File: src/rtl/mem_arbiter_pkg.sv
// mem_arb_pkg: shared types and constants for the SDRAM port arbiter.
// Imported by mem_arbiter, rr_pick2 and mem_arbiter_if.
package mem_arb_pkg;

   typedef enum logic [1:0] {
      IDLE,
      ISSUE,
      WAIT
   } state_t;

   localparam logic PORT_CPU = 1'b0;
   localparam logic PORT_DMA = 1'b1;

   localparam int MEM_AW = 24;
   localparam int MEM_DW = 16;

endpackage

File: src/rtl/mem_arbiter_if.sv
// mem_arbiter_if: requester and SDRAM-controller signals of the arbiter.
// slave = arbiter view, master = environment (requesters + controller).
interface mem_arbiter_if
   import mem_arb_pkg::*;
#(
   parameter int AW = MEM_AW,
   parameter int DW = MEM_DW
) ();

   logic          req0;
   logic          req1;
   logic          we0;
   logic          we1;
   logic [AW-1:0] addr0;
   logic [AW-1:0] addr1;
   logic [DW-1:0] wdata0;
   logic [DW-1:0] wdata1;
   logic          ack0;
   logic          ack1;
   logic [DW-1:0] rdata;
   logic          err;
   logic [AW-1:0] sd_addr;
   logic [DW-1:0] sd_wdata;
   logic          sd_read;
   logic          sd_write;
   logic          sd_busy;
   logic          sd_ready;
   logic [DW-1:0] sd_rdata;

   modport slave (
      input  req0, req1, we0, we1,
      input  addr0, addr1, wdata0, wdata1,
      input  sd_busy, sd_ready, sd_rdata,
      output ack0, ack1, rdata, err,
      output sd_addr, sd_wdata,
      output sd_read, sd_write
   );

   modport master (
      output req0, req1, we0, we1,
      output addr0, addr1, wdata0, wdata1,
      output sd_busy, sd_ready, sd_rdata,
      input  ack0, ack1, rdata, err,
      input  sd_addr, sd_wdata,
      input  sd_read, sd_write
   );

endinterface

File: src/rtl/mem_arbiter_rr_pick2.sv
// rr_pick2: combinational two-way round-robin selector.
// On contention the port not granted last wins.
module rr_pick2
   import mem_arb_pkg::*;
(
   input  logic [1:0] req,
   input  logic       last,
   output logic       grant,
   output logic       valid
);

   // Alternate on contention, otherwise take the lone requester.
   always_comb begin
      grant = PORT_CPU;
      unique case (1'b1)
         (req == 2'b11):     grant = ~last;
         (req[1] & ~req[0]): grant = PORT_DMA;
         default:            grant = PORT_CPU;
      endcase
   end

   assign valid = |req;

endmodule

File: src/rtl/mem_arbiter.sv
// mem_arbiter: shares one SDRAM controller port between CPU and DMA.
// Optional watchdog abort when MEM_ARB_TIMEOUT_EN is defined.
module mem_arbiter
   import mem_arb_pkg::*;
#(
   parameter int AW      = MEM_AW,
   parameter int DW      = MEM_DW,
   parameter int TIMEOUT = 255
) (
   input logic          clki,
   input logic          rst_n,
   mem_arbiter_if.slave bus
);

   state_t        state_q, state_d;
   logic          last_q, last_d;
   logic          own_q, own_d;
   logic          we_q, we_d;
   logic [AW-1:0] addr_q, addr_d;
   logic [DW-1:0] wdata_q, wdata_d;
   logic [DW-1:0] rdata_q, rdata_d;
   logic          ack0_q, ack0_d;
   logic          ack1_q, ack1_d;
   logic          rd_q, rd_d;
   logic          wr_q, wr_d;
   logic          grant;
   logic          valid;
   logic          abort;
   logic          pick_we;

   rr_pick2 u_pick (
      .req   ({bus.req1, bus.req0}),
      .last  (last_q),
      .grant (grant),
      .valid (valid)
   );

   assign pick_we = grant ? bus.we1 : bus.we0;

`ifdef MEM_ARB_TIMEOUT_EN
   localparam int TW = $clog2(TIMEOUT + 1);

   logic [TW-1:0] cnt_q;
   logic          err_q;

   // Watchdog: zero while idle, so it restarts on every ISSUE entry.
   always_ff @(posedge clki or negedge rst_n) begin
      if (!rst_n)
         cnt_q <= '0;
      else if (state_q == IDLE)
         cnt_q <= '0;
      else
         cnt_q <= cnt_q + TW'(1);
   end

   assign abort = (state_q != IDLE) && !bus.sd_ready &&
                  (cnt_q == TW'(TIMEOUT - 1));

   // Error flag rides along with the aborting ack.
   always_ff @(posedge clki or negedge rst_n) begin
      if (!rst_n)
         err_q <= 1'b0;
      else
         err_q <= abort;
   end

   assign bus.err = err_q;
`else
   logic unused_timeout;

   assign unused_timeout = TIMEOUT[0];
   assign abort          = 1'b0;
   assign bus.err        = 1'b0;
`endif

   // Next state, latched request and registered outputs.
   always_comb begin
      state_d = state_q;
      last_d  = last_q;
      own_d   = own_q;
      we_d    = we_q;
      addr_d  = addr_q;
      wdata_d = wdata_q;
      rdata_d = rdata_q;
      ack0_d  = 1'b0;
      ack1_d  = 1'b0;
      rd_d    = rd_q;
      wr_d    = wr_q;
      unique case (state_q)
         IDLE: begin
            // Skip the ack cycle: the requester still holds req there.
            if (valid && !bus.sd_busy && !ack0_q && !ack1_q) begin
               own_d   = grant;
               we_d    = pick_we;
               addr_d  = grant ? bus.addr1 : bus.addr0;
               wdata_d = grant ? bus.wdata1 : bus.wdata0;
               rd_d    = ~pick_we;
               wr_d    = pick_we;
               state_d = ISSUE;
            end
         end
         ISSUE, WAIT: begin
            if (bus.sd_ready) begin
               if (!we_q)
                  rdata_d = bus.sd_rdata;
               ack0_d  = (own_q == PORT_CPU);
               ack1_d  = (own_q == PORT_DMA);
               last_d  = own_q;
               rd_d    = 1'b0;
               wr_d    = 1'b0;
               state_d = IDLE;
            end else if (abort) begin
               ack0_d  = (own_q == PORT_CPU);
               ack1_d  = (own_q == PORT_DMA);
               last_d  = own_q;
               rd_d    = 1'b0;
               wr_d    = 1'b0;
               state_d = IDLE;
            end else if (state_q == ISSUE && bus.sd_busy) begin
               rd_d    = 1'b0;
               wr_d    = 1'b0;
               state_d = WAIT;
            end
         end
         default: begin
            rd_d    = 1'b0;
            wr_d    = 1'b0;
            state_d = IDLE;
         end
      endcase
   end

   // State and output registers; port 0 wins the first contention.
   always_ff @(posedge clki or negedge rst_n) begin
      if (!rst_n) begin
         state_q <= IDLE;
         last_q  <= PORT_DMA;
         own_q   <= PORT_CPU;
         we_q    <= 1'b0;
         addr_q  <= '0;
         wdata_q <= '0;
         rdata_q <= '0;
         ack0_q  <= 1'b0;
         ack1_q  <= 1'b0;
         rd_q    <= 1'b0;
         wr_q    <= 1'b0;
      end else begin
         state_q <= state_d;
         last_q  <= last_d;
         own_q   <= own_d;
         we_q    <= we_d;
         addr_q  <= addr_d;
         wdata_q <= wdata_d;
         rdata_q <= rdata_d;
         ack0_q  <= ack0_d;
         ack1_q  <= ack1_d;
         rd_q    <= rd_d;
         wr_q    <= wr_d;
      end
   end

   assign bus.ack0     = ack0_q;
   assign bus.ack1     = ack1_q;
   assign bus.rdata    = rdata_q;
   assign bus.sd_addr  = addr_q;
   assign bus.sd_wdata = wdata_q;
   assign bus.sd_read  = rd_q;
   assign bus.sd_write = wr_q;

endmodule

File: src/flat_wrapper.sv
// flat-port wrapper written by rule: the top's interface ports become plain ports
module mem_arbiter_flat import mem_arb_pkg::*;
#(
   parameter int AW      = MEM_AW,
   parameter int DW      = MEM_DW,
   parameter int TIMEOUT = 255
)
  (clki, rst_n, bus_req0, bus_req1, bus_we0, bus_we1, bus_addr0, bus_addr1, bus_wdata0, bus_wdata1, bus_sd_busy, bus_sd_ready, bus_sd_rdata, bus_ack0, bus_ack1, bus_rdata, bus_err, bus_sd_addr, bus_sd_wdata, bus_sd_read, bus_sd_write);
  mem_arbiter_if #(.AW(AW), .DW(DW)) bus_i ();
  input logic clki;
  input logic rst_n;
  input wire logic [$bits(bus_i.req0)-1:0] bus_req0;
  input wire logic [$bits(bus_i.req1)-1:0] bus_req1;
  input wire logic [$bits(bus_i.we0)-1:0] bus_we0;
  input wire logic [$bits(bus_i.we1)-1:0] bus_we1;
  input wire logic [$bits(bus_i.addr0)-1:0] bus_addr0;
  input wire logic [$bits(bus_i.addr1)-1:0] bus_addr1;
  input wire logic [$bits(bus_i.wdata0)-1:0] bus_wdata0;
  input wire logic [$bits(bus_i.wdata1)-1:0] bus_wdata1;
  input wire logic [$bits(bus_i.sd_busy)-1:0] bus_sd_busy;
  input wire logic [$bits(bus_i.sd_ready)-1:0] bus_sd_ready;
  input wire logic [$bits(bus_i.sd_rdata)-1:0] bus_sd_rdata;
  output wire logic [$bits(bus_i.ack0)-1:0] bus_ack0;
  output wire logic [$bits(bus_i.ack1)-1:0] bus_ack1;
  output wire logic [$bits(bus_i.rdata)-1:0] bus_rdata;
  output wire logic [$bits(bus_i.err)-1:0] bus_err;
  output wire logic [$bits(bus_i.sd_addr)-1:0] bus_sd_addr;
  output wire logic [$bits(bus_i.sd_wdata)-1:0] bus_sd_wdata;
  output wire logic [$bits(bus_i.sd_read)-1:0] bus_sd_read;
  output wire logic [$bits(bus_i.sd_write)-1:0] bus_sd_write;
  assign bus_i.req0 = bus_req0;
  assign bus_i.req1 = bus_req1;
  assign bus_i.we0 = bus_we0;
  assign bus_i.we1 = bus_we1;
  assign bus_i.addr0 = bus_addr0;
  assign bus_i.addr1 = bus_addr1;
  assign bus_i.wdata0 = bus_wdata0;
  assign bus_i.wdata1 = bus_wdata1;
  assign bus_i.sd_busy = bus_sd_busy;
  assign bus_i.sd_ready = bus_sd_ready;
  assign bus_i.sd_rdata = bus_sd_rdata;
  assign bus_ack0 = bus_i.ack0;
  assign bus_ack1 = bus_i.ack1;
  assign bus_rdata = bus_i.rdata;
  assign bus_err = bus_i.err;
  assign bus_sd_addr = bus_i.sd_addr;
  assign bus_sd_wdata = bus_i.sd_wdata;
  assign bus_sd_read = bus_i.sd_read;
  assign bus_sd_write = bus_i.sd_write;
  mem_arbiter #(.AW(AW), .DW(DW), .TIMEOUT(TIMEOUT)) u_core (.clki(clki), .rst_n(rst_n), .bus(bus_i));
endmodule
File: config.mk
export PLATFORM = sky130hd
export DESIGN_NAME = mem_arbiter_flat
export DESIGN_NICKNAME = d
export VERILOG_FILES = /design/src/rtl/mem_arbiter_pkg.sv /design/src/rtl/mem_arbiter_if.sv /design/src/rtl/mem_arbiter_rr_pick2.sv /design/src/rtl/mem_arbiter.sv /design/src/flat_wrapper.sv
export SDC_FILE = /design/constraint.sdc
export NUM_CORES = 1
export LEC_CHECK = 0
export CORE_ASPECT_RATIO = 0.75
export CORE_UTILIZATION = 38
export CTS_CLUSTER_SIZE = 30
export DETAILED_ROUTE_END_ITERATION = 12
export GPL_TIMING_DRIVEN = 0
export HOLD_SLACK_MARGIN = 0.1
export PLACE_DENSITY = 0.8
export SLEW_MARGIN = 30
export SYNTH_ARGS = -nofsm -noshare
export SYNTH_HDL_FRONTEND = slang
export SYNTH_HIERARCHICAL = 1
export SYNTH_SLANG_ARGS = --single-unit
export TNS_END_PERCENT = 1
File: constraint.sdc
create_clock -name clki -period 2.1 [get_ports clki]
set_input_delay 0.525 -clock clki [delete_from_list [all_inputs] [get_ports clki]]
set_output_delay 0.525 -clock clki [all_outputs]
set_load 0.05 [all_outputs]
## Word-level counts from Yosys, hierarchy flattened

Cells that the tools add are included.

- Bits in writable memories: 0
- Memories kept: 0
- Bits in read-only memories: 0
- Bits in latches: 0
- Output and inout port bits: 61
- Input bits: 104
- Register bits: 65

- Mux-type cells: 18
- $lt $le $gt $ge: 0
- Multiply operators: 0
- Reductions and logical operators: 14
- Bitwise operators: 6
- Eq/ne operators: 5
- Shift operators: 0
- $add $sub $neg: 0
- Divide/modulo/power cells: 0

Operator list:

| operator | number |
|---|---|
| two-way mux 24 bit | 1 |
| two-way mux 16 bit | 1 |
| two-way mux 1 bit | 9 |
| two-way mux 2 bit | 3 |
| one-hot mux 1 bit (2 select lines) | 3 |
| AND reduction 2 bit | 3 |
| inverter 1 bit | 5 |
| equality test 2 bit, second input constant | 2 |
| logical AND 1 bit | 4 |
| one-hot mux 2 bit (2 select lines) | 1 |
| OR reduction 2 bit | 2 |
| logical NOT 1 bit | 3 |
| inequality test 3 x 2 -> 1 bit, second input constant | 1 |
| AND reduction 3 bit | 1 |
| equality test 2 x 1 -> 1 bit, second input constant | 1 |
| logical NOT 2 bit | 1 |
| inequality test 2 x 1 -> 1 bit, second input constant | 1 |
| AND 1 bit | 1 |

## Depth between registers and ports, before layout

- Depth after elaboration: 7
- Gate-level depth with buffers: 7
- Mapped depth without buffers: 5

## Cells and area by module

The synthesis kept the hierarchy.

Modules (own cells, without submodules):

| module | instances | cells each | area an instance (sq um) |
|---|---|---|---|
| mem_arbiter | 1 | 252 | 2930.3 |
| rr_pick2 | 1 | 2 | 13.8 |

## Least setup slack after synthesis

OpenSTA, ideal clock, no wires.

- Kind: register to register
- Start point: reg u_core.state_q[0]
- End point: reg u_core.rdata_q[10] (netlist: u_core/bus.rdata[10])
- Period minus slack after synthesis: 1.748 ns
- Path slack: 0.352 ns
- Stages on the path, launching flop included: 8
- Arrival time: 1.623 ns
- Path buffers: 2
- Required time: 1.975 ns
- Path through: dfrtp_1 -> inv_1 -> ha_1 -> nand2_1 -> or2_2 -> buf_2 -> buf_2 -> mux2_2

- Cells in the longest elaborated chain, start to end: 3

RTL lines:

| element | RTL line | source |
|---|---|---|
| start: declaration | mem_arbiter.sv:15 | `state_t state_q, state_d;` |
| start signal: assignment | mem_arbiter.sv:148 | `state_q <= state_d;` |
| equality test 2 bit or equality test 2 x 1 -> 1 bit (tied branches) | mem_arbiter.sv:89 | `unique case (state_q)` |
| OR reduction 2 bit (*) | mem_arbiter.sv:89 |  |
| AND reduction 3 bit (no source line) (*) | -- |  |
| end signal: assignment | mem_arbiter.sv:154 | `rdata_q <= rdata_d;` |
| end: declaration | mem_arbiter.sv:21 | `logic [DW-1:0] rdata_q, rdata_d;` |

Mark *: on every way between the ends. The rest lies on a longest branch, timed or not.
A chain may end at the register's enable or synchronous reset.

## Final worst setup path

- Start point: reg u_core.wdata_q[15] (netlist: u_core/bus.sd_wdata[15])
- End point: out bus_sd_wdata[15]

RTL lines:

| element | RTL line | source |
|---|---|---|
| start: declaration | mem_arbiter.sv:20 | `logic [DW-1:0] wdata_q, wdata_d;` |
| start signal: assignment | mem_arbiter.sv:153 | `wdata_q <= wdata_d;` |
| end: declaration | flat_wrapper.sv:28 | `output wire logic [$bits(bus_i.sd_wdata)-1:0] bus_sd_wdata;` |

No word-level cell between the ends.

==> reports/metrics.cfg <==
[route]
drtIter0Drc = 83
routedWlPerCell_um = 15.5
top_layer = met4
dr_total_vias = 2651
met3_length_um = 721
viasPerCell = 4.92
wirelength_mm = 8.38
wirelength_met1_mm = 3.57
dr.pass1.iters = 5
met2_length_mm = 3.94
antenna_left = 0
drc = 0

[clock_tree]
clock-sinks = 65
clk_path_buf_depth = 2
clk_pin_slew_ns = 0.07
h-tree-depth = 3
cts_tree = built
numCtsBuffers = 9
root_buffer = clkbuf_8
clock_latency_ns = 0.33

[global_routing]
antenna_found_initial = 0
grt_start_max_net_pins = 41
grt_pass1_wl_mm = 13.3
grt_pass1_vias = 2703
grt_usage_pct = 21.2
gr-total-overflow = 0

[sta]
period_needed_ns = 2.05
finalSetupViolations = 0
skew_ns = 0.0106
max_slew_margin_pct = 63.9
finalSetupTns_ns = 0
worstMarginPinSlew_ns = 0.539
fin_crit_sh_pct = 97.6
rsz0062_at_grt = false
fmax_mhz = 488
slew_viol_final = 0
finalHoldViolCount = 0
setup_ws_ns = 0.0495

[hold_path]
min_path_type = register to register
min_delay_path_depth = 1

[die]
initial_core_util_pct = 39.6
core_mm2 = 0.00743
io_pins = 165
die_h_um = 78.2
rows = 27
fp.dieW_um = 104
dieArea_mm2 = 0.00811

[logic_synthesis]
ys_top_cells_by_count = a21oi_1 (82), dfrtp_1 (64), mux2i_1 (41)
synthArstFlopShare_pct = 100
synth_top_area_share_pct = 54.4
netlist_area_mm2 = 0.00294
synth_mux_area_share_pct = 20.8
yosys.area.top_type = dfrtp_1
synthSimpleGateAreaFrac_pct = 2.63
yosys_register_bits = 65
synth_ff_type = dfrtp_1
yosysSeqAreaShare_pct = 55.3
synth_cells = 254
yosysUniqueCellTypes = 27
synth_top_family_by_area = multiplexers
synth_fa_ha_area_share_pct = 1.27
synth_fp_nets = 361
yosysWarnings = 6
yosys-top-cells-area = dfrtp_1 (54%), a21oi_1 (14%), mux2i_1 (14%)
synth-edff-count = 0
synth-compound-area-share_pct = 15.9
synthXorXnorAreaFrac_pct = 0
yosys.cell_count.top_type = a21oi_1
synth_area_per_cell_um2 = 11.6

[final_layout]
fill_cells = 608
multi_input_area_mm2 = 0.00120
area_growth_pct = 67.5
drive_above_1_share_pct = 12.8
antenna_cells = 0
register_area_mm2 = 0.00163
nNetsFinal = 541

[placement]
pre_cts_ws_ns = -0.335
io_buffers = 163
dp_hpwl_mm = 6.40
gp_congestion = 0.769

[setup_path]
cp.arrival_ns = 1.53
crit_path_top_delay_cell = clkdlybuf4s50_1
cp_top_family = buffers and inverters
crit_path_cell_trace = clkdlybuf4s50_1
worstRegToRegCells = 7
cp-start-kind = register
cp.depth = 1
critPathRequiredTime_ns = 1.57
cpPeakStageDelay_ns = 0.83
worstSetupPathType = register to output pin
crit_buf_inv = 1
critPathCaptureType = output pin
worstPathMaxFanout = 2

[status]
status = completed

[job]
cap_violations = 0

[pwr]
peakVddDrop_mv = 0.858
power_per_cell_area_mw_per_mm2 = 1610
p_leak_nw = 2.13

registers in the layout, indices dropped and copies added, names as in the netlist:
signal / cells
u_core/bus.sd_read: 1
u_core/bus.ack1: 1
u_core/bus.ack0: 1
u_core/bus.sd_wdata: 16
u_core/last_q: 1
u_core/own_q: 1
u_core/bus.rdata: 16
u_core/state_q: 2
u_core/bus.sd_write: 1
u_core/we_q: 1
u_core/bus.sd_addr: 24
layout make-up:
| type | count | share of cell area (%) |
|---|---|---|
| Clock buffer | 12 | 2.94 |
| Buffer | 22 | 2.26 |
| Timing Repair Buffer | 169 | 34.3 |
| Inverter | 3 | 0.228 |
| Multi-Input combinational cell | 164 | 24.3 |
| Tap cell | 101 | 2.56 |
| Sequential cell | 65 | 33.0 |
| Clock inverter | 3 | 0.355 |
path summary, 6_finish.rpt:
kind,start,to,slack [ns]
worst min register to register,u_core/own_q,u_core/bus.ack0,0.44
worst min-delay path,u_core/own_q,u_core/bus.ack0,0.44
min in group asynchronous,rst_n,u_core/bus.sd_addr[9],0.66
worst max register to register,u_core/state_q[0],u_core/bus.rdata[14],0.14
max in group asynchronous,rst_n,u_core/bus.rdata[2],0.91
worst max-delay path,u_core/bus.sd_wdata[15],bus_sd_wdata[15],0.05
placed cells by master, fill, tap and decap left out, drive strengths merged:
master,instances
nor2,2
dfstp,1
dlymetal6s2s,2
clkbuf,20
ha,3
and3,1
nand2b,1
buf,20
dlygate4sd2,2
dfrtp,64
nand3,1
conb,1
dlygate4sd3,1
or2,2
inv,3
a21o,1
mux2i,41
clkinvlp,1
clkdlybuf4s50,158
mux2,18
a32o,1
clkinv,2
a21oi,82
o2bb2ai,1
nand2,1
and2,2
a21boi,2
nor4b,1
o22ai,1
o21ai,2
power by group:
group          internal [mW]  switching, mW
Combinational           1.71           3.13
Sequential              1.87          0.324
Clock                  0.451          0.454
Total                   4.03           3.91
repair_timing:
| item | CTS | global route |
|---|---|---|
| hold endpoints to repair | 18 | 0 |
| gates resized for setup | 2 | 6 |
| buffers inserted | 0 | 4 |
| hold buffers | 1 | 0 |
| setup endpoints to repair | 2 | 45 |
| gates cloned | 0 | 0 |
kinds of logic (layout without fill, tap and decap cells):
kind of cell	after synthesis	count (layout)
compound gates	90	90
flops	65	65
mux	59	59
buf+inv	25	209
simple gates	11	11
fa+ha+maj	3	3
other cells	1	1
through the flow:
step                      cells  area (µm²)  hold WS [ns]  util [%]  power [mW]
after floorplan             254        2940         0.229         -        5.30
after global placement      518        4700         0.426      63.3        6.94
after detailed placement    519        4720         0.433      63.5        7.04
after CTS                   535        4890         0.442      65.8        7.97
after global routing        539        4930         0.461      66.3        8.34
final                       539        4930         0.442      66.3        7.94
layer usage:
metal	GRT usage, %	up-vias
met3	9.14	13
met1	24.3	1255
met4	7.68	0
met5	0	-
li1	-	1265
met2	35.4	118
Power figures use the tool's default switching activity.
==> RTL edit, RTL diff (same settings) <==
The option `MEM_ARB_TIMEOUT_EN` is turned on by a define.
--- a/src/rtl/mem_arbiter.sv
+++ b/src/rtl/mem_arbiter.sv
@@ -2,2 +2,4 @@
 // Optional watchdog abort when MEM_ARB_TIMEOUT_EN is defined.
+`define MEM_ARB_TIMEOUT_EN
+
 module mem_arbiter
Function: no difference found for any inputs over 10 cycles, from zero or initial values and one cycle with rst_n low; that may be too few to reach the edited logic, so the function may still have changed.
==> RTL edit against the original RTL <==
Wire length grew 2.5%. Sequential cell count grew 9. Count of clock-buffer cells in the layout shrank 2. Total power grew 7.1%. Hold slack lost 0.29 ns. Final area grew 9.7%. Die area grew 12%. Synthesized area grew 13%. Setup slack gained 0.020 ns. Combinational power shrank 4.8%. Global-route usage shrank 1.6 points. Largest cell class is now flip-flops and latches. Largest power group unchanged.
==> RTL edit: results (changes against the original RTL) <==
| Metric | Value |
|---|---|
| Max reg flops | `24 (unchanged)` |
| Power Internal | `4.632 mW (+15%)` |
| Initial antenna violation count | `0 (unchanged)` |
| Tmin final | `2.031 ns (-0.01994 ns)` |
| Layout cells sized above 1 | `11.61% (-1.2 points)` |
| Placement Setup Slack | `-0.1893 ns (+0.1459 ns)` |
| Final TNS setup | `0 ns (unchanged)` |
| Top cells by area, synth | `dfrtp_1, mux2i_1, mux2_2` |
| Seq power | `2.39 mW (+9.1%)` |
| Worst setup path end | `bus_sd_write` |
| Vias post-DR | `2,769 (+4.5%)` |
| Post-place instance area | `5115 µm² (+8.4%)` |
| Worst hold slack | `0.1485 ns (-0.2931 ns)` |
| Detailed-routed wire length on met3 | `866 µm (+20%)` |
| Initial DRC Count | `44 (-47%)` |
| Deepest clock path buffer count | `2 (unchanged)` |
| Critical path origin | `u_core/bus.sd_write` |
| VDD IR max | `1.011 mV (+18%)` |
| Antenna Nets Post-Route | `0 (unchanged)` |
| HPWL Detailed | `6.638 mm (+3.8%)` |
| Clock transition at path regs | `0.06 ns` |
| Power, Total | `8.498 mW (+7.1%)` |
| Met3 Resource Use GR | `7.692% (-1.4 points)` |
| GRT met1 Usage | `23.44% (-0.86 points)` |
| Min-delay worst type | `in2async` |
| CP max stage cell | `clkdlybuf4s50_1` |
| Top cells by count, synth | `dfrtp_1, nand2_1, mux2i_1` |
| Worst r2r dst | `u_core/bus.rdata[11]` |
| Ant diodes | `0 (unchanged)` |
| Worst Tran Pin Value | `0.5331 ns (-0.006128 ns)` |
| Overall global routing resource usage | `19.52% (-1.6 points)` |
| Root buf cell | `clkbuf_16` |
| Comb power | `4.61 mW (-4.8%)` |
| H-Tree Level Count | `3 (unchanged)` |
| # fillers | `680 (+12%)` |
| Met2 usage | `32.50% (-2.9 points)` |
| Final hold violation count | `0 (unchanged)` |
| Met1 WL | `3.701 mm (+3.6%)` |
| Seq/Total Area, Yosys | `55.80% (+0.51 points)` |
| Largest net degree at the start of global routing | `43 (+4.9%)` |
| Synth Flop Type | `dfrtp_1` |
| Leak | `2.434 nW (+14%)` |
| WL met2 | `3.969 mm (+0.66%)` |
| RR Startpoint | `u_core/state_q[0]` |
| R2R depth | `5 (-2)` |
| Layout Cells excl Fill | `573 (+6.3%)` |
| RePlAce Congestion | `0.8026 (+4.4%)` |
| First-pass GRT wire length | `13.66 mm (+2.5%)` |
| Maximum fanout along the worst path | `2 (unchanged)` |
| Placed Cells | `557 (+7.3%)` |
| Vias in the first global route | `2,903 (+7.4%)` |
| Outcome | `complete, no violations` |
| Gate Count Post-Synth | `284 (+12%)` |
| DR pass1 iterations | `4 (-1)` |
| Yosys cell types | `33 (+22%)` |
| Final Skew | `0.007120 ns (-0.003483 ns)` |
| Syn_nets | `394 (+9.1%)` |
| PortBufs | `164 (+0.61%)` |
| Final wirelength | `8.583 mm (+2.5%)` |
==> RTL edit: final cells by class <==
cell class	instances	area (µm²)	share of cell area (%)
tap	108	135.1	2.497
clock buffer	10	229.0	4.231
clock inverter	6	65.06	1.202
multi-input combinational	190	1356	25.06
sequential	74	1853	34.24
timing repair buffer	165	1662	30.71
buffer	16	96.34	1.780
inverter	4	15.01	0.2775
==> RTL edit: kinds of logic (layout without fill, tap and decap cells) <==
kind of cell / Yosys count / count (layout) / synth area share [%]
compound gates: 51 / 51 / 9.119
xor+xnor: 6 / 6 / 1.583
fa+ha+maj: 6 / 6 / 2.261
buf+inv: 20 / 201 / 3.353
flops: 74 / 74 / 55.80
mux: 58 / 58 / 18.12
simple gates: 69 / 69 / 9.759
==> RTL edit: what timing repair did <==
action	4_1_cts	5_1_grt
endpoints found under the setup margin	0	1
setup buffers	0	0
resized for setup	0	1
